===== src/rtl/uart_reg_pkg.sv =====
// Shared definitions for the UART register file and its bus initiator.
package uart_reg_pkg;

  // Register offsets on the slave port
  localparam logic [3:0] CNTRL0   = 4'd0;
  localparam logic [3:0] CNTRL1   = 4'd4;
  localparam logic [3:0] DATA_REG = 4'd8;

  // CNTRL0 field positions
  localparam int C0_WORD_LEN_LSB = 0;
  localparam int C0_WORD_LEN_MSB = 4;
  localparam int C0_STOP_BIT     = 5;
  localparam int C0_OVERSAMPLE   = 6;
  localparam int C0_ENABLE       = 7;

  // CNTRL1 field positions
  localparam int C1_INTR         = 0;
  localparam int C1_DATA_VALID   = 1;
  localparam int C1_FIFO_LSB     = 2;
  localparam int C1_FIFO_MSB     = 9;

  typedef enum logic [1:0] {
    ST_IDLE,
    ST_ACCESS,
    ST_GAP,
    ST_RESP
  } init_state_e;

  // Slave bus address for a 4-bit register offset
  function automatic logic [31:0] reg_addr(input logic [3:0] offset);
    return {28'd0, offset};
  endfunction

endpackage


===== src/rtl/uart_poll_timer.sv =====
// Attempt and inter-read gap counters used by the initiator's poll mode.
module uart_poll_timer
  import uart_reg_pkg::*;
#(
  parameter int POLL_TIMEOUT = 1024,
  parameter int POLL_GAP     = 4
) (
  input  logic clk,
  input  logic reset_n,
  input  logic attempt_clr_i,
  input  logic attempt_inc_i,
  input  logic gap_clr_i,
  input  logic gap_inc_i,
  output logic gap_done_o,
  output logic attempt_last_o
);

  localparam int CW = $clog2(POLL_TIMEOUT + 1);
  localparam int GW = $clog2(POLL_GAP + 1);
  localparam logic [CW-1:0] ATT_LAST = CW'(POLL_TIMEOUT - 1);
  localparam logic [GW-1:0] GAP_LAST = GW'(POLL_GAP - 1);

  logic [CW-1:0] attempt_q, attempt_d;
  logic [GW-1:0] gap_q, gap_d;

  // Next-count logic: clear takes priority over increment
  always_comb begin
    attempt_d = attempt_q;
    gap_d     = gap_q;
    if (attempt_clr_i)      attempt_d = '0;
    else if (attempt_inc_i) attempt_d = attempt_q + CW'(1);
    if (gap_clr_i)          gap_d = '0;
    else if (gap_inc_i)     gap_d = gap_q + GW'(1);
  end

  // Counter registers
  always_ff @(posedge clk or negedge reset_n) begin
    if (!reset_n) begin
      attempt_q <= '0;
      gap_q     <= '0;
    end else begin
      attempt_q <= attempt_d;
      gap_q     <= gap_d;
    end
  end

  // The read being sampled now is the final allowed attempt
  assign attempt_last_o = (attempt_q == ATT_LAST);
  // Last idle cycle of the gap; the next cycle is a new access
  assign gap_done_o     = (gap_q == GAP_LAST);

endmodule


===== src/rtl/uart_reg_initiator.sv =====
// Register-bus initiator: single writes/reads and read-poll on the UART slave.
//
//  state     | meaning
//  ----------+-------------------------------------------------------------
//  ST_IDLE   | cmd_ready=1, waiting for a command
//  ST_ACCESS | cs=1 for this single cycle; slave captures / rdata sampled
//  ST_GAP    | poll only: cs=0 for POLL_GAP cycles before the next read
//  ST_RESP   | rsp_valid=1, response held until rsp_ready
module uart_reg_initiator
  import uart_reg_pkg::*;
#(
  parameter int POLL_TIMEOUT = 1024,
  parameter int POLL_GAP     = 4
) (
  input  logic        clk,
  input  logic        reset_n,
  input  logic        cmd_valid,
  output logic        cmd_ready,
  input  logic        cmd_write,
  input  logic        cmd_poll,
  input  logic [3:0]  cmd_addr,
  input  logic [31:0] cmd_wdata,
  input  logic [31:0] cmd_mask,
  output logic        rsp_valid,
  input  logic        rsp_ready,
  output logic [31:0] rsp_rdata,
  output logic        rsp_timeout,
  output logic        cs,
  output logic        wen,
  output logic [31:0] addr,
  output logic [31:0] wdata,
  input  logic [31:0] rdata
);

  init_state_e state_q, state_d;
  logic        cs_q, cs_d, wen_q, wen_d, poll_q, poll_d;
  logic        rsp_valid_q, rsp_valid_d, rsp_timeout_q, rsp_timeout_d;
  logic [31:0] addr_q, addr_d, wdata_q, wdata_d, mask_q, mask_d;
  logic [31:0] rsp_rdata_q, rsp_rdata_d;
  logic        att_clr, att_inc, gap_clr, gap_inc, gap_done, att_last;
  logic        hit;

  uart_poll_timer #(
    .POLL_TIMEOUT(POLL_TIMEOUT),
    .POLL_GAP    (POLL_GAP)
  ) u_timer (
    .clk           (clk),
    .reset_n       (reset_n),
    .attempt_clr_i (att_clr),
    .attempt_inc_i (att_inc),
    .gap_clr_i     (gap_clr),
    .gap_inc_i     (gap_inc),
    .gap_done_o    (gap_done),
    .attempt_last_o(att_last)
  );

  assign hit = (rdata & mask_q) != 32'd0;

  // Next state, next bus drive and response capture
  always_comb begin
    state_d       = state_q;
    cs_d          = cs_q;
    wen_d         = wen_q;
    poll_d        = poll_q;
    addr_d        = addr_q;
    wdata_d       = wdata_q;
    mask_d        = mask_q;
    rsp_valid_d   = rsp_valid_q;
    rsp_rdata_d   = rsp_rdata_q;
    rsp_timeout_d = rsp_timeout_q;
    att_clr       = 1'b0;
    att_inc       = 1'b0;
    gap_clr       = 1'b0;
    gap_inc       = 1'b0;
    case (state_q)
      ST_IDLE: begin
        if (cmd_valid) begin
          cs_d    = 1'b1;
          wen_d   = cmd_write;
          addr_d  = reg_addr(cmd_addr);
          wdata_d = cmd_write ? cmd_wdata : 32'd0;
          mask_d  = cmd_mask;
          // A zero mask could never match, so it degrades to a plain read
          poll_d  = cmd_poll && !cmd_write && (cmd_mask != 32'd0);
          att_clr = 1'b1;
          state_d = ST_ACCESS;
        end
      end
      ST_ACCESS: begin
        cs_d  = 1'b0;
        wen_d = 1'b0;
        if (wen_q) begin
          rsp_rdata_d   = 32'd0;
          rsp_timeout_d = 1'b0;
          rsp_valid_d   = 1'b1;
          state_d       = ST_RESP;
        end else if (!poll_q || hit) begin
          att_inc       = poll_q;
          rsp_rdata_d   = rdata;
          rsp_timeout_d = 1'b0;
          rsp_valid_d   = 1'b1;
          state_d       = ST_RESP;
        end else if (att_last) begin
          att_inc       = 1'b1;
          rsp_rdata_d   = rdata;
          rsp_timeout_d = 1'b1;
          rsp_valid_d   = 1'b1;
          state_d       = ST_RESP;
        end else begin
          att_inc = 1'b1;
          gap_clr = 1'b1;
          state_d = ST_GAP;
        end
      end
      ST_GAP: begin
        gap_inc = 1'b1;
        if (gap_done) begin
          cs_d    = 1'b1;
          state_d = ST_ACCESS;
        end
      end
      ST_RESP: begin
        if (rsp_ready) begin
          rsp_valid_d = 1'b0;
          state_d     = ST_IDLE;
        end
      end
      default: state_d = ST_IDLE;
    endcase
  end

  // State and output registers
  always_ff @(posedge clk or negedge reset_n) begin
    if (!reset_n) begin
      state_q       <= ST_IDLE;
      cs_q          <= 1'b0;
      wen_q         <= 1'b0;
      poll_q        <= 1'b0;
      addr_q        <= 32'd0;
      wdata_q       <= 32'd0;
      mask_q        <= 32'd0;
      rsp_valid_q   <= 1'b0;
      rsp_rdata_q   <= 32'd0;
      rsp_timeout_q <= 1'b0;
    end else begin
      state_q       <= state_d;
      cs_q          <= cs_d;
      wen_q         <= wen_d;
      poll_q        <= poll_d;
      addr_q        <= addr_d;
      wdata_q       <= wdata_d;
      mask_q        <= mask_d;
      rsp_valid_q   <= rsp_valid_d;
      rsp_rdata_q   <= rsp_rdata_d;
      rsp_timeout_q <= rsp_timeout_d;
    end
  end

  assign cmd_ready   = (state_q == ST_IDLE);
  assign cs          = cs_q;
  assign wen         = wen_q;
  assign addr        = addr_q;
  assign wdata       = wdata_q;
  assign rsp_valid   = rsp_valid_q;
  assign rsp_rdata   = rsp_rdata_q;
  assign rsp_timeout = rsp_timeout_q;

endmodule

===== config.mk =====
export PLATFORM = sky130hd
export DESIGN_NAME = uart_reg_initiator
export DESIGN_NICKNAME = d
export VERILOG_FILES = /design/src/rtl/uart_reg_pkg.sv /design/src/rtl/uart_poll_timer.sv /design/src/rtl/uart_reg_initiator.sv
export SDC_FILE = /design/constraint.sdc
export NUM_CORES = 1
export LEC_CHECK = 0
export BUFFER_PORTS_ARGS = -buffer_cell sky130_fd_sc_hd__buf_2
export CORE_MARGIN = 4
export CORE_UTILIZATION = 40
export CTS_BUF_LIST = sky130_fd_sc_hd__clkbuf_8
export DETAILED_ROUTE_END_ITERATION = 8
export MAX_ROUTING_LAYER = met4
export PLACE_DENSITY = 0.73
export SYNTH_ARGS = -nofsm -noshare
export SYNTH_HDL_FRONTEND = slang
export SYNTH_SLANG_ARGS = --single-unit

===== constraint.sdc =====
create_clock -name clk -period 2.3 [get_ports clk]
set_clock_uncertainty 0.2 [all_clocks]
set_input_delay 0.69 -clock clk [delete_from_list [all_inputs] [get_ports clk]]
set_output_delay 0.69 -clock clk [all_outputs]
set_load 0.005 [all_outputs]

# --- Word level (Yosys, flattened, before mapping) ---
# Index checks and enable logic that the tools add are counted.
op_classes:
  mux: 37
  bitwise: 1
  n_reduce_logical: 20
  n_eq_ne: 9
  n_addsub: 2
op_table:
  columns: ["op", "count"]
  rows:
  - ["$mux 32", 4]
  - ["$reduce_bool 32->1", 2]
  - ["$and 32x32->32", 1]
  - ["$mux 1", 22]
  - ["$mux 11", 2]
  - ["$add 11x1->11 const B", 1]
  - ["$eq 11x10->1 const B", 1]
  - ["$reduce_and 3->1", 3]
  - ["$pmux 2 s4", 1]
  - ["$reduce_bool 2->1", 4]
  - ["$mux 2", 3]
  - ["$mux 3", 2]
  - ["$ne 2x2->1 const B", 3]
  - ["$reduce_and 2->1", 3]
  - ["$reduce_bool 3->1", 2]
  - ["$eq 2x2->1 const B", 2]
  - ["$ne 4x4->1 const B", 1]
  - ["$pmux 1 s2", 2]
  - ["$add 3x1->3 const B", 1]
  - ["$eq 3x2->1 const B", 1]
  - ["$pmux 1 s3", 1]
  - ["$eq 2x1->1 const B", 1]
  - ["$logic_and 1x1->1", 2]
  - ["$logic_not 1->1", 2]
  - ["2 further kinds", 2]
totals:
  in_bits: 106
  regBits: 121
  out_inout_bits: 101
  word_cells: 81

# --- Logic depth before layout (Yosys ltp) ---
logic_depth:
  word_depth: 8
  depth_mapped: 7
  depth_no_buf: 6

# --- Cells and area by module ---
# Synthesis repeated with hierarchy kept, for this count alone.
hier_totals:
  hier_cells: 566
  hier_area_um2: 5487.8
by_module_without_submodules:
  columns: ["mod", "n_inst", "seq_area_each_um2", "cells_per_inst", "area_per_inst_um2"]
  rows:
  - ["uart_reg_initiator", 1, 2677.6, 498, 4783.3]
  - ["uart_poll_timer", 1, 350.3, 68, 704.4]

# --- Least setup slack after synthesis ---
# No wires, ideal clock.
synth_timing:
  path_kind: "in2reg"
  start: "input port rdata[30]"
  end: "register rsp_rdata_q[10], in the netlist rsp_rdata[10]"
  path_slack_ns: 0.012
  t_arrival_ns: 1.963
  required_time_ns: 1.975
  n_path_buf: 1
  path_stages: 6
  setup_ns: 0.125
  path_cell_list: "a22oi_1 -> nand3_1 -> nor4_2 -> a21oi_4 -> buf_6 -> mux2_4"
synth_between:
  elab_chain_cells: 5
  word_cells_on_any_way: 7
  cone_classes: "2 x mux; 1 x bitwise; 4 x reduce/logical"
synth_lines:
  columns: ["item", "line", "text"]
  rows:
  - ["start, declared", "uart_reg_initiator.sv:32", "input logic [31:0] rdata"]
  - ["$and 32x32->32 (*)", "uart_reg_initiator.sv:57", "assign hit = (rdata & mask_q) != 32'd0;"]
  - ["$reduce_bool 32->1 (*)", "uart_reg_initiator.sv:57", null]
  - ["$logic_or 1x1->1 (*)", "uart_reg_initiator.sv:97", "end else if (!poll_q || hit) begin"]
  - ["$reduce_bool 3->1 (no source line) or $mux 32 (tied branches)", null, null]
  - ["$reduce_and 2->1 (no source line) or $mux 32 (tied branches)", null, null]
  - ["end signal, assigned", "uart_reg_initiator.sv:154", "rsp_rdata_q <= rsp_rdata_d;"]
  - ["end, declared", "uart_reg_initiator.sv:39", "logic [31:0] rsp_rdata_q, rsp_rdata_d;"]
# Mark *: on every way between the ends. The rest lies on a longest branch, timed or not.
# A chain may end at the register's enable or synchronous reset.

# --- Worst setup path in the final report ---
layout_timing:
  start: "register u_timer.attempt_q[1]"
  end: "register rsp_rdata_q[17], in the netlist rsp_rdata[17]"
layout_between:
  elab_chain_cells: 3
layout_lines:
  columns: ["item", "line", "text"]
  rows:
  - ["start, declared", "uart_poll_timer.sv:23", "logic [CW-1:0] attempt_q, attempt_d;"]
  - ["start signal, assigned", "uart_poll_timer.sv:42", "attempt_q <= attempt_d;"]
  - ["$eq 11x10->1", "uart_poll_timer.sv:48", "assign attempt_last_o = (attempt_q == ATT_LAST);"]
  - ["$reduce_bool 3->1 (no source line)", null, null]
  - ["$reduce_and 2->1 (no source line)", null, null]
# No other way between the ends.

==> impl_metrics.yaml <==
layout:
  areaGrowthSynthToFinish_pct: 28.19
  drive_above_1_share: 0.3597
  postLayoutCoreUtil: 0.5223
  num-nets-final: 881
  finish.cell_count_without_fillers: 965
  final_cell_area_mm2: 0.007249
synth:
  synth.top_cell.area_share: 0.5354
  synthesis.area_per_instance_um2: 9.887
  netlist_instances: 572
  synth.yosys.warnings: 0
  netlist_area_mm2: 0.005655
  synthTopCellsByArea: "sky130_fd_sc_hd__dfrtp_1 (54%), sky130_fd_sc_hd__nand2_1 (13%), sky130_fd_sc_hd__mux2_4 (7.7%)"
  synth-edff-count: 0
  dominant_cell_type_by_area_after_synthesis: "sky130_fd_sc_hd__dfrtp_1"
  dominantRegCellSynth: "sky130_fd_sc_hd__dfrtp_1"
  async_set_reset_flop_share_out_of_synthesis: 1.000
  share_of_the_yosys_chip_area_belonging_to_registers: 0.5354
  synth_cell_types: 44
  ff_latch_count_synth: 121
min_path:
  worst_hold_path_type: "in2reg"
  hold_path.startpoint: "cmd_addr[1]"
  whs_endpoint: "addr[1]"
  whs_path_depth: 3
sta:
  final-max-slew-violation-count: 0
  finalCriticalPeriod_ns: 2.234
  fmax_ghz: 0.4476
  relSlewSlack: 0.6663
  setup_viol: 0
  hold_viol: 0
  final_min_period_over_clock_period: 0.9715
  worst_pin_slew_ns: 0.5005
critical_path:
  largest_fanout_on_the_critical_path: 12
  timing.critical_path.to_type: "register"
  worst-endpoint-arrival_ns: 2.36
  worst-r2r-setup-slack_ns: 0.07
  rr_endpoint: "rsp_rdata[17]"
  crit_reg_reg_startpoint: "u_timer.attempt_q[1]"
  worstRegToRegCells: 8
  critPathKind: "reg2reg"
  cp-start-kind: "register"
  timing.critical_path.required_ns: 2.42
global_route:
  antenna_found_initial: 1
  grt_start_max_net_pins: 58
  first_global_vias: 4624
  grt-ovfl-total: 0
  globalRouteTotalUtil: 0.1941
  grt_first_pass_wirelength_um: 23850
run_status:
  run_status: "finished, final reports clean"
die:
  initial_utilization: 0.4074
  die_width_um: 126.9
  design.die.area_mm2: 0.01610
  dieHeight_um: 126.9
  core_mm2: 0.01388
  ios: 207
  core.rowCount: 43
drt:
  wl_per_cell_um: 15.94
  vias: 4732
  wirelength_um: 15380
  post_drt_via_cell_ratio: 4.904
  drc: 0
  drtAntennaViolNets: 0
  initialDrtViolationCount: 400
  firstDrtPassIters: 5
placement:
  buffer_ports.inserted: 178
  post-dp-hpwl_um: 11280
  post-place-cells: 925
  finalWeightedCongestion: 0.8485
  place_area_mm2: 0.006775
power_and_ir_drop:
  p_leak_nw: 3.918
  power.total_mw: 8.847
  powerDensity_mw_per_mm2: 1220
  ir_worst_vdd_mv: 0.4254
clock_network:
  clock-sinks: 121
  clk_path_buf_depth: 2
  clk_latency_ns: 0.44
  tritoncts_clock_tree: "built"
  numCtsBuffers: 17
  clk_pin_slew_ns: 0.07
  ctsRootBufferMaster: "sky130_fd_sc_hd__clkbuf_8"
  maximum_level_of_the_cts_h_tree: 4
job:
  cap_violations: 0
[timing repair]
action | in CTS | in global routing
hold buffers | 1 | 0
gates resized for setup | 2 | 7
pin swaps | 1 | 3
hold endpoints to repair | 27 | 0
buffers inserted | 0 | 6
endpoints found under the setup margin | 17 | 32
cloned | 0 | 1
[how the worst max path moves through the flow]
stage                                    start            end  slack [ns]
final                     u_timer.attempt_q[1]  rsp_rdata[17]        0.07
after global routing      u_timer.attempt_q[1]  rsp_rdata[17]       -0.03
after CTS                           state_q[1]      cmd_ready        0.01
after detailed placement             rdata[18]   rsp_rdata[5]       -0.40
after global placement               rdata[18]   rsp_rdata[1]       -0.38
after floorplan                      rdata[30]  rsp_rdata[10]        0.01
[power breakdown]
group          internal, mW  leakage, nW  switching [mW]
Clock                 0.925        0.201           0.821
Sequential             3.07         1.52           0.563
Combinational          1.78         2.19            1.70
[kinds of logic after synthesis]
kind of cell	synth area share
adder cells (fa/ha/maj)	0.006638
AO/OA/AOI/OAI	0.05155
flip-flops	0.5354
buffers and inverters	0.06372
other	0.0006631
XOR/XNOR	0.01084
multiplexers	0.08473
AND/OR/NAND/NOR	0.2465
[layer usage]
metal,GRT usage,part of all wire,vias to the layer above
met5,-,0,-
met4,0.08517,0.031,0
met3,0.06147,0.088,37
met2,0.2874,0.46,210
met1,0.2449,0.42,2245
li1,-,-,2240
[state kept, by name (all words and copies together), names as in the netlist]
signal             flops
mask_q                32
rsp_rdata             32
wdata                 32
u_timer.attempt_q     11
addr                   4
u_timer.gap_q          3
state_q                2
cs                     1
poll_q                 1
rsp_timeout            1
rsp_valid              1
wen                    1
[critical path: stages, from the launching register on]
cell,delay [ns]
sky130_fd_sc_hd__dfrtp_1,0.42
sky130_fd_sc_hd__ha_4,0.17
sky130_fd_sc_hd__nand2_4,0.06
sky130_fd_sc_hd__nor4_4,0.24
sky130_fd_sc_hd__buf_4,0.18
sky130_fd_sc_hd__nor4_4,0.04
sky130_fd_sc_hd__a21oi_4,0.26
sky130_fd_sc_hd__clkbuf_16,0.25
sky130_fd_sc_hd__mux2_4,0.31
[synth_stat cells, types with 2 or more instances]
library cell	instances
sky130_fd_sc_hd__a22o_1	2
sky130_fd_sc_hd__buf_1	2
sky130_fd_sc_hd__buf_4	28
sky130_fd_sc_hd__xor2_1	3
sky130_fd_sc_hd__o22ai_1	6
sky130_fd_sc_hd__ha_1	3
sky130_fd_sc_hd__mux2_4	29
sky130_fd_sc_hd__nor2_1	13
sky130_fd_sc_hd__clkbuf_1	23
sky130_fd_sc_hd__o21ai_0	7
sky130_fd_sc_hd__a22oi_1	15
sky130_fd_sc_hd__nand3_1	36
sky130_fd_sc_hd__nand4_1	5
sky130_fd_sc_hd__nand2_1	190
sky130_fd_sc_hd__nor4_1	9
sky130_fd_sc_hd__buf_6	3
sky130_fd_sc_hd__dfrtp_1	121
sky130_fd_sc_hd__nor3_1	4
sky130_fd_sc_hd__nor2b_1	33
sky130_fd_sc_hd__xnor2_1	4
sky130_fd_sc_hd__mux2_2	3
sky130_fd_sc_hd__a21oi_1	3
sky130_fd_sc_hd__inv_1	6
sky130_fd_sc_hd__nand2b_1	4
[stage by stage]
stage	hold WS (ns)	setup WS (ns)	setup TNS [ns]
3_3_place_gp	0.2449	-0.3813	-12.95
2_1_floorplan	0.1944	0.01188	0
4_1_cts	0.2248	0.009904	0
3_5_place_dp	0.2498	-0.3966	-13.27
6_report	0.2509	0.06564	0
5_1_grt	0.2317	-0.02729	-0.2947
[placed cells by master (no fill, tap or decap), types with 11 or more instances in the layout]
cell                       instances
sky130_fd_sc_hd__mux2_4           29
sky130_fd_sc_hd__a22oi_1          15
sky130_fd_sc_hd__inv_1            11
sky130_fd_sc_hd__dfrtp_1         119
sky130_fd_sc_hd__clkbuf_8         17
sky130_fd_sc_hd__nor2b_1          33
sky130_fd_sc_hd__buf_2           177
sky130_fd_sc_hd__nand3_1          36
sky130_fd_sc_hd__nor2_1           12
sky130_fd_sc_hd__conb_1           28
sky130_fd_sc_hd__nand2_1         188
sky130_fd_sc_hd__buf_4            26
[final cells by class]
cell class,count,area [µm²]
clock buffers,17,234.0
multi-input cells,416,2407
flip-flops and latches,121,3030
fillers,1304,6631
repair buffers,210,1207
well taps,180,225.2
inverters,6,22.52
diodes,1,2.502
clock inverters,14,120.1
Power figures use the tool's default switching activity.
